**src/rtl/aes_tl_stream_host.sv**
```systemverilog
// rtl/aes_tl_stream_host.sv - TL-UL host that runs one aes block per stream request.
// Optional STATUS poll timeout: AES_TL_STREAM_HOST_POLL_TIMEOUT_EN.
module aes_tl_stream_host #(
    parameter logic [7:0]  SourceId    = 8'h00,
    parameter logic [31:0] BaseAddr    = 32'h0,
    parameter int unsigned PollTimeout = 1024
) (
    input  logic           clk_i,
    input  logic           rst_ni,
    output logic [101:0]   tl_o,
    input  logic [67:0]    tl_i,
    input  logic           in_valid_i,
    output logic           in_ready_o,
    input  logic [127:0]   in_data_i,
    input  logic [255:0]   in_key_i,
    input  logic           in_key_load_i,
    input  logic           in_mode_i,
    input  logic [2:0]     in_key_len_i,
    output logic           out_valid_o,
    input  logic           out_ready_i,
    output logic [127:0]   out_data_o,
    output logic           busy_o,
    output logic           err_o
);

    typedef enum logic [2:0] {
        ST_IDLE, ST_CFG, ST_KEY, ST_DIN, ST_POLL, ST_DOUT, ST_OUT, ST_ERR
    } state_e;

    state_e         state_q, state_d;
    logic [2:0]     cnt_q, cnt_d;
    logic           a_valid_q, a_valid_d;
    logic           pend_q, pend_d;
    logic [255:0]   key_q, key_d;
    logic [127:0]   data_q, data_d;
    logic           mode_q, mode_d;
    logic [2:0]     key_len_q, key_len_d;
    logic           key_load_q, key_load_d;
    logic [127:0]   out_data_q, out_data_d;

    logic           d_valid, d_sink, d_error, a_ready;
    logic [2:0]     d_opcode, d_param;
    logic [1:0]     d_size;
    logic [7:0]     d_source;
    logic [31:0]    d_data;
    logic [15:0]    d_user;

    assign {d_valid, d_opcode, d_param, d_size, d_source, d_sink,
            d_data, d_user, d_error, a_ready} = tl_i;

    logic unused_tl;
    assign unused_tl = ^{d_param, d_size, d_sink, d_user};

`ifdef AES_TL_STREAM_HOST_POLL_TIMEOUT_EN
    logic [15:0] poll_cnt_q, poll_cnt_d;
`else
    logic [31:0] unused_poll_timeout;
    assign unused_poll_timeout = 32'(PollTimeout);
`endif

    logic        is_read;
    logic [2:0]  a_opcode;
    logic [31:0] a_offset, a_address, a_data;
    logic        rsp_ok;

    assign is_read  = (state_q == ST_POLL) || (state_q == ST_DOUT);
    assign a_opcode = is_read ? 3'd4 : 3'd0;
    assign rsp_ok   = !d_error && (d_source == SourceId) &&
                      (d_opcode == (is_read ? 3'd1 : 3'd0));

    always_comb begin
        a_offset = 32'h0;
        a_data   = 32'h0;
        case (state_q)
            ST_CFG:  begin
                a_offset = 32'h40;
                a_data   = {26'b0, 1'b0, 1'b0, key_len_q, mode_q};
            end
            ST_KEY:  begin
                a_offset = {27'b0, cnt_q, 2'b00};
                a_data   = key_q[cnt_q*32 +: 32];
            end
            ST_DIN:  begin
                a_offset = 32'h20 + {27'b0, cnt_q, 2'b00};
                a_data   = data_q[cnt_q[1:0]*32 +: 32];
            end
            ST_POLL: a_offset = 32'h48;
            ST_DOUT: a_offset = 32'h30 + {27'b0, cnt_q, 2'b00};
            default: a_offset = 32'h0;
        endcase
    end

    assign a_address = BaseAddr + a_offset;
    assign tl_o = {a_valid_q, a_opcode, 3'b0, 2'd2, SourceId, a_address,
                   4'hF, a_data, 16'b0, 1'b1};

    assign in_ready_o  = rst_ni && (state_q == ST_IDLE);
    assign out_valid_o = (state_q == ST_OUT);
    assign out_data_o  = out_data_q;
    assign busy_o      = (state_q != ST_IDLE);
    assign err_o       = (state_q == ST_ERR);

    always_comb begin
        state_d    = state_q;
        cnt_d      = cnt_q;
        a_valid_d  = a_valid_q;
        pend_d     = pend_q;
        key_d      = key_q;
        data_d     = data_q;
        mode_d     = mode_q;
        key_len_d  = key_len_q;
        key_load_d = key_load_q;
        out_data_d = out_data_q;
`ifdef AES_TL_STREAM_HOST_POLL_TIMEOUT_EN
        poll_cnt_d = poll_cnt_q;
`endif
        case (state_q)
            ST_IDLE: begin
                if (in_valid_i && in_ready_o) begin
                    key_d      = in_key_i;
                    data_d     = in_data_i;
                    mode_d     = in_mode_i;
                    key_len_d  = in_key_len_i;
                    key_load_d = in_key_load_i;
                    state_d    = ST_CFG;
                    cnt_d      = 3'd0;
                    a_valid_d  = 1'b0;
                    pend_d     = 1'b0;
                end
            end
            ST_OUT: begin
                if (out_ready_i) state_d = ST_IDLE;
            end
            ST_ERR: begin
                a_valid_d = 1'b0;
                pend_d    = 1'b0;
            end
            default: begin
                // A fresh request goes out only once the previous response has
                // been consumed, which leaves one idle cycle after each d_valid.
                if (a_valid_q && a_ready) begin
                    a_valid_d = 1'b0;
                    pend_d    = 1'b1;
                end else if (!a_valid_q && !pend_q) begin
                    a_valid_d = 1'b1;
                end
                if (d_valid && !pend_q) begin
                    state_d = ST_ERR;
                end else if (d_valid && pend_q) begin
                    pend_d = 1'b0;
                    if (!rsp_ok) begin
                        state_d = ST_ERR;
                    end else begin
                        case (state_q)
                            ST_CFG: begin
                                state_d = key_load_q ? ST_KEY : ST_DIN;
                                cnt_d   = 3'd0;
                            end
                            ST_KEY: begin
                                if (cnt_q == 3'd7) begin
                                    state_d = ST_DIN;
                                    cnt_d   = 3'd0;
                                end else cnt_d = cnt_q + 3'd1;
                            end
                            ST_DIN: begin
                                if (cnt_q == 3'd3) begin
                                    state_d = ST_POLL;
                                    cnt_d   = 3'd0;
`ifdef AES_TL_STREAM_HOST_POLL_TIMEOUT_EN
                                    poll_cnt_d = 16'd0;
`endif
                                end else cnt_d = cnt_q + 3'd1;
                            end
                            ST_POLL: begin
                                if (d_data[2]) begin
                                    state_d = ST_DOUT;
                                    cnt_d   = 3'd0;
                                end
`ifdef AES_TL_STREAM_HOST_POLL_TIMEOUT_EN
                                else if (({16'b0, poll_cnt_q} + 32'd1) >= 32'(PollTimeout)) begin
                                    state_d = ST_ERR;
                                end else begin
                                    poll_cnt_d = poll_cnt_q + 16'd1;
                                end
`endif
                            end
                            ST_DOUT: begin
                                out_data_d[cnt_q[1:0]*32 +: 32] = d_data;
                                if (cnt_q == 3'd3) state_d = ST_OUT;
                                else cnt_d = cnt_q + 3'd1;
                            end
                            default: state_d = ST_ERR;
                        endcase
                    end
                end
                if (state_d == ST_ERR) begin
                    a_valid_d = 1'b0;
                    pend_d    = 1'b0;
                end
            end
        endcase
    end

    always_ff @(posedge clk_i) begin
        if (!rst_ni) begin
            state_q    <= ST_IDLE;
            cnt_q      <= 3'd0;
            a_valid_q  <= 1'b0;
            pend_q     <= 1'b0;
            key_q      <= '0;
            data_q     <= '0;
            mode_q     <= 1'b0;
            key_len_q  <= 3'd0;
            key_load_q <= 1'b0;
            out_data_q <= '0;
`ifdef AES_TL_STREAM_HOST_POLL_TIMEOUT_EN
            poll_cnt_q <= 16'd0;
`endif
        end else begin
            state_q    <= state_d;
            cnt_q      <= cnt_d;
            a_valid_q  <= a_valid_d;
            pend_q     <= pend_d;
            key_q      <= key_d;
            data_q     <= data_d;
            mode_q     <= mode_d;
            key_len_q  <= key_len_d;
            key_load_q <= key_load_d;
            out_data_q <= out_data_d;
`ifdef AES_TL_STREAM_HOST_POLL_TIMEOUT_EN
            poll_cnt_q <= poll_cnt_d;
`endif
        end
    end

endmodule

```
**config.mk**
```make
export PLATFORM = sky130hd
export DESIGN_NAME = aes_tl_stream_host
export DESIGN_NICKNAME = d
export VERILOG_FILES = /design/src/rtl/aes_tl_stream_host.sv
export SDC_FILE = /design/constraint.sdc
export NUM_CORES = 1
export LEC_CHECK = 0
export BUFFER_PORTS_ARGS = -buffer_cell sky130_fd_sc_hd__buf_4
export CAP_MARGIN = 20
export CORE_AREA = 2 2 269 271
export DETAILED_ROUTE_END_ITERATION = 8
export DIE_AREA = 0 0 271 273
export RECOVER_POWER = 100
export SYNTH_ARGS = -nofsm -noshare
export SYNTH_HDL_FRONTEND = slang
export SYNTH_SLANG_ARGS = --single-unit
```
**constraint.sdc**
```tcl
create_clock -name clk_i -period 6 [get_ports clk_i]
set_input_delay 1.5 -clock clk_i [delete_from_list [all_inputs] [get_ports clk_i]]
set_output_delay 1.5 -clock clk_i [all_outputs]
set_load 0.05 [all_outputs]
```
After elaboration in Yosys (flattened, before gate mapping):

Cells that the tools add are included.

* bits in registers: 525
* input bits: 461
* output and inout port bits: 234
* word-level logic and storage cells: 104

* $add $sub $neg: 4
* equal/unequal tests: 16
* shifts and indexed selects: 4
* muxes and demuxes: 38
* bitwise gates (word level): 5
* reductions and logical operators: 27

Operator list (number)
* indexed part select 256 x 9 -> 32 bit: 1
* bitwise mux 128 bit: 1
* variable shift 32 x 34 -> 128 bit (first input constant): 1
* indexed part select 128 x 8 -> 32 bit: 1
* indexed part select 32 x 34 -> 128 bit: 1
* one-hot mux 32 bit (3 select lines): 1
* two-way mux 3 bit: 19
* one-hot mux 7 bit (5 select lines): 1
* negator 7 -> 34 bit: 1
* one-hot mux 3 bit (5 select lines): 2
* equality test 3 bit (second input constant): 6
* adder 6 x 5 -> 7 bit (first input constant): 2
* two-way mux 1 bit: 10
* equality test 3 x 2 -> 1 bit (second input constant): 3
* one-hot mux 3 bit (3 select lines): 1
* logical AND 1 bit: 8
* zero test 8 bit: 1
* AND reduction 8 bit: 1
* one-hot mux 1 bit (3 select lines): 2
* one-hot mux 3 bit (2 select lines): 1
* AND reduction 3 bit: 2
* nonzero test 6 bit: 1
* NOT 1 bit: 5
* AND reduction 5 bit: 1
* other kinds (16): 21

Depth between registers and ports, before layout:

* word-level depth: 12
* depth in mapped cells: 11
* depth with buffers taken out: 7

Worst setup path after synthesis:

No wires, ideal clock.

* path type: register to output
* start point: register cnt_q[0]
* end point: output port tl_o[21]
* arrival time: 2.413 ns
* data required time: 4.500 ns
* setup slack: 2.087 ns
* cell stages (with the launch flop): 7
* buffers on the path: 3
* cells stage by stage: dfxtp_1 > buf_4 > buf_2 > buf_2 > mux4_2 > mux2i_1 > o21ai_0

* cells in the longest elaborated chain, start to end: 2
* elaborated cells on any way between the ends: 3
* those cells by class: shift (2); mux (1)

Ends and longest elaborated chain
* from (decl): RTL line 31 `logic [2:0] cnt_q, cnt_d;`
* from (signal assigned): RTL line 221 `cnt_q <= cnt_d;`
* indexed part select 256 x 9 -> 32 bit or indexed part select 128 x 8 -> 32 bit (tied branches): RTL line 81, 85
* one-hot mux 32 bit (3 select lines) (*): RTL line 74 `case (state_q)`
* to (decl): RTL line 10 `output logic [101:0] tl_o,`

Mark *: on every way between the ends. The rest lies on a longest branch, timed or not.

Worst setup path after layout:

* start point: register cnt_q[0]
* end point: output port tl_o[25]

The elaborated chain is that of the path after synthesis.

==> flow_summary.json <==
{
  "synth.most_common_cell": "nand2_1",
  "rr_startpoint": "state_q[0]$_SDFFE_PN0P_",
  "gp_congestion": 0.820,
  "reg2reg_to": "out_data_o[63]$_SDFFE_PN0P_",
  "clock_latency_ns": 0.63,
  "wl_met2_mm": 39.3,
  "hold_path.class": "reg2reg",
  "firstDrtPassIters": 5,
  "tightest_slew_ns": 2.41,
  "max_freq_ghz": 0.190,
  "grt_pass1_vias": 19100,
  "fin_skew_ns": 0.0348,
  "dr_total_vias": 19900,
  "netlist_top_cells_area": "dfxtp_1 46%, nand2_1 15%, mux4_2 9.5%, o21ai_0 8.8%, a21boi_1 4.0%",
  "ys.flop_type": "dfxtp_1",
  "overflow": 0,
  "hold_buffers": 0,
  "cts.sinks": 525,
  "die_w_um": 271,
  "crit_type": "reg2out",
  "ir_worst_vdd_mv": 0.235,
  "cts.clk_slew.worst_paths_ns": 0.06,
  "fin_nets": 3637,
  "crit_buf_inv": 2,
  "worst_setup_path_start_kind": "register",
  "grt_max_degree": 214,
  "slew_headroom_pct": -60.4,
  "finalHoldViolCount": 0,
  "grt_pass1_wl_mm": 117,
  "ys_ff_latch": 525,
  "drc": 0,
  "wirelength_met1_mm": 32.2,
  "whs_path_depth": 2,
  "hold_end": "key_q[124]$_SDFFE_PN0P_",
  "area_delta_synth_final_pct": 26.6,
  "worstPathMaxFanout": 29,
  "grt_usage_pct": 20.5,
  "yosysTopAreaCellShare_pct": 46.1,
  "crit_slowest_cell": "dfxtp_2",
  "cts_resized": 0,
  "power_w": 0.00884,
  "fin_setup_tns_ns": 0,
  "cp_top_family": "flip-flops",
  "cap_viol_max_count": 3,
  "crit_top_cell": "clkbuf_1",
  "syn_inst": 2693,
  "drive_gt1_share_pct": 21.8,
  "wl_per_cell_um": 19.1,
  "fin_ws_ns": 0.730,
  "drv_slew": 352,
  "synth_commonest_cells": "921 x nand2_1, 525 x dfxtp_1, 399 x o21ai_0",
  "drt_iter0_drc": 1491,
  "htree_levels": 2,
  "wl_mm": 79.5,
  "cpPeakStageDelay_ns": 1.15,
  "violations": "max-capacitance violations, max-slew violations",
  "r2r_slack_ns": 1.81,
  "route.met3.wl_mm": 5.75,
  "fill_cells": 7395,
  "syn_area_um2": 22800,
  "period_needed_ns": 5.27,
  "vias_per_cell": 4.78,
  "rows": 98,
  "powerDensity_nw_per_um2": 306,
  "worstSetupEndpointType": "output pin",
  "grt_setup_unrepaired": "false",
  "port_buffers": 609,
  "cts_buffers": 58,
  "worstPathRequired_ns": 4.50,
  "ys_seq_area_share_pct": 46.1,
  "dpl.hpwl_mm": 57.0,
  "reg2reg_depth": 6,
  "status": "complete, but fails checks",
  "die_h_um": 273,
  "yosysUniqueCellTypes": 51,
  "preCtsSetupSlack_ns": 1.77,
  "postCtsSetupRepairBufs": 0,
  "yosysTopAreaCell": "dfxtp_1",
  "initial_core_util_pct": 32.1,
  "layoutNonFillerInstCount": 4169,
  "ios": 695,
  "dp_cells": 4058,
  "fp.coreArea_um2": 71000,
  "yosysWarningCount": 0,
  "synth_edf_count": 0,
  "ant_nets": 0,
  "die-area_um2": 74000,
  "cp_cell_sequence": "clkbuf_1 > mux4_2 > mux2i_1 > o21ai_0 > clkbuf_1",
  "clockBufferDepth": 3,
  "cp.arrival_ns": 3.77,
  "power.leakage_nw": 11.0,
  "antenna_found_initial": 14,
  "min_from": "key_q[124]$_SDFFE_PN0P_",
  "cts-root-buf": "clkbuf_16",
  "async_flop_share_pct": 0,
  "maxUsedRoutingLayer": "met5",
  "finalSetupViolCount": 0,
  "period_share_pct": 87.8,
  "synth.avg_cell_area_um2": 8.47,
  "cts_tree": "built"
}
kinds of logic after synthesis:
family / synth area share [%]
flops: 46.1
buf+inv: 7.60
simple gates: 20.0
mux: 11.1
compound gates: 14.7
fa+ha+maj: 0.439
other cells: 0.0329
routing by layer:
layer	GRT usage (%)	vias up
li1	-	9905
met1	24.5	9307
met2	36.1	606
met3	4.99	116
met4	6.72	8
met5	0	-
registers in the layout, summed over array words and instances, names as in the netlist, 3 cells and up:
signal,count
data_q,128
key_len_q,3
out_data_o,128
key_q,256
state_q,3
cnt_q,3
tightest hold or removal path: cells and delay by family, from the launching register on:
kind               cells  cell delay (ns)
and+or+nand+nor        1             0.05
AOI/OAI and AO/OA      1             0.05
DFF                    1             0.31
layout make-up:
cell class	instances	area [µm²]	share of cell area, %
Antenna cell	7	17.5	0.0607
Clock buffer	80	1660	5.77
Clock inverter	24	277	0.958
Inverter	8	30.0	0.104
Multi-Input combinational cell	1925	10800	37.5
Sequential cell	525	10500	36.4
Tap cell	950	1190	4.12
Timing Repair Buffer	650	4360	15.1
where the power goes:
part	switching [W]	internal, W
Clock	0.00153	0.00208
Combinational	0.000732	0.000511
Sequential	0.000182	0.00381
through the flow:
stage	instance area, µm²	util [%]	hold WS [ns]
2_1_floorplan	23000	-	0.425
3_3_place_gp	27600	38.8	0.434
3_5_place_dp	27600	38.8	0.439
4_1_cts	29500	41.6	0.447
5_1_grt	28900	40.6	0.464
6_report	28900	40.6	0.448
placed cells by master (no fill, tap or decap), types with 5 or more instances in the layout:
| cell type | n |
|---|---|
| a21boi_0 | 126 |
| a21oi_1 | 12 |
| and3_1 | 12 |
| buf_12 | 6 |
| buf_4 | 480 |
| clkbuf_1 | 166 |
| clkbuf_16 | 58 |
| clkbuf_8 | 13 |
| clkinv_2 | 13 |
| conb_1 | 63 |
| dfxtp_1 | 523 |
| diode_2 | 7 |
| ha_1 | 8 |
| inv_1 | 6 |
| mux2i_1 | 35 |
| mux4_2 | 96 |
| nand2_1 | 921 |
| nand2b_1 | 5 |
| nand3_1 | 162 |
| nor2_1 | 10 |
| o21ai_0 | 422 |
| o21ai_1 | 5 |
worst max path at each step:
stage / cells after the start / from / to / slack [ns]
after floorplan: 6 / cnt_q[0]$_SDFFE_PN0P_ / tl_o[21] / 2.09
after global placement: 7 / cnt_q[1]$_SDFFE_PN0P_ / tl_o[18] / 1.78
after detailed placement: 7 / cnt_q[1]$_SDFFE_PN0P_ / tl_o[18] / 1.77
after CTS: 7 / cnt_q[1]$_SDFFE_PN0P_ / tl_o[18] / 1.10
after global routing: 6 / cnt_q[0]$_SDFFE_PN0P_ / tl_o[40] / 0.52
final: 5 / cnt_q[0]$_SDFFE_PN0P_ / tl_o[25] / 0.73
(Power assumes the default switching activity.)
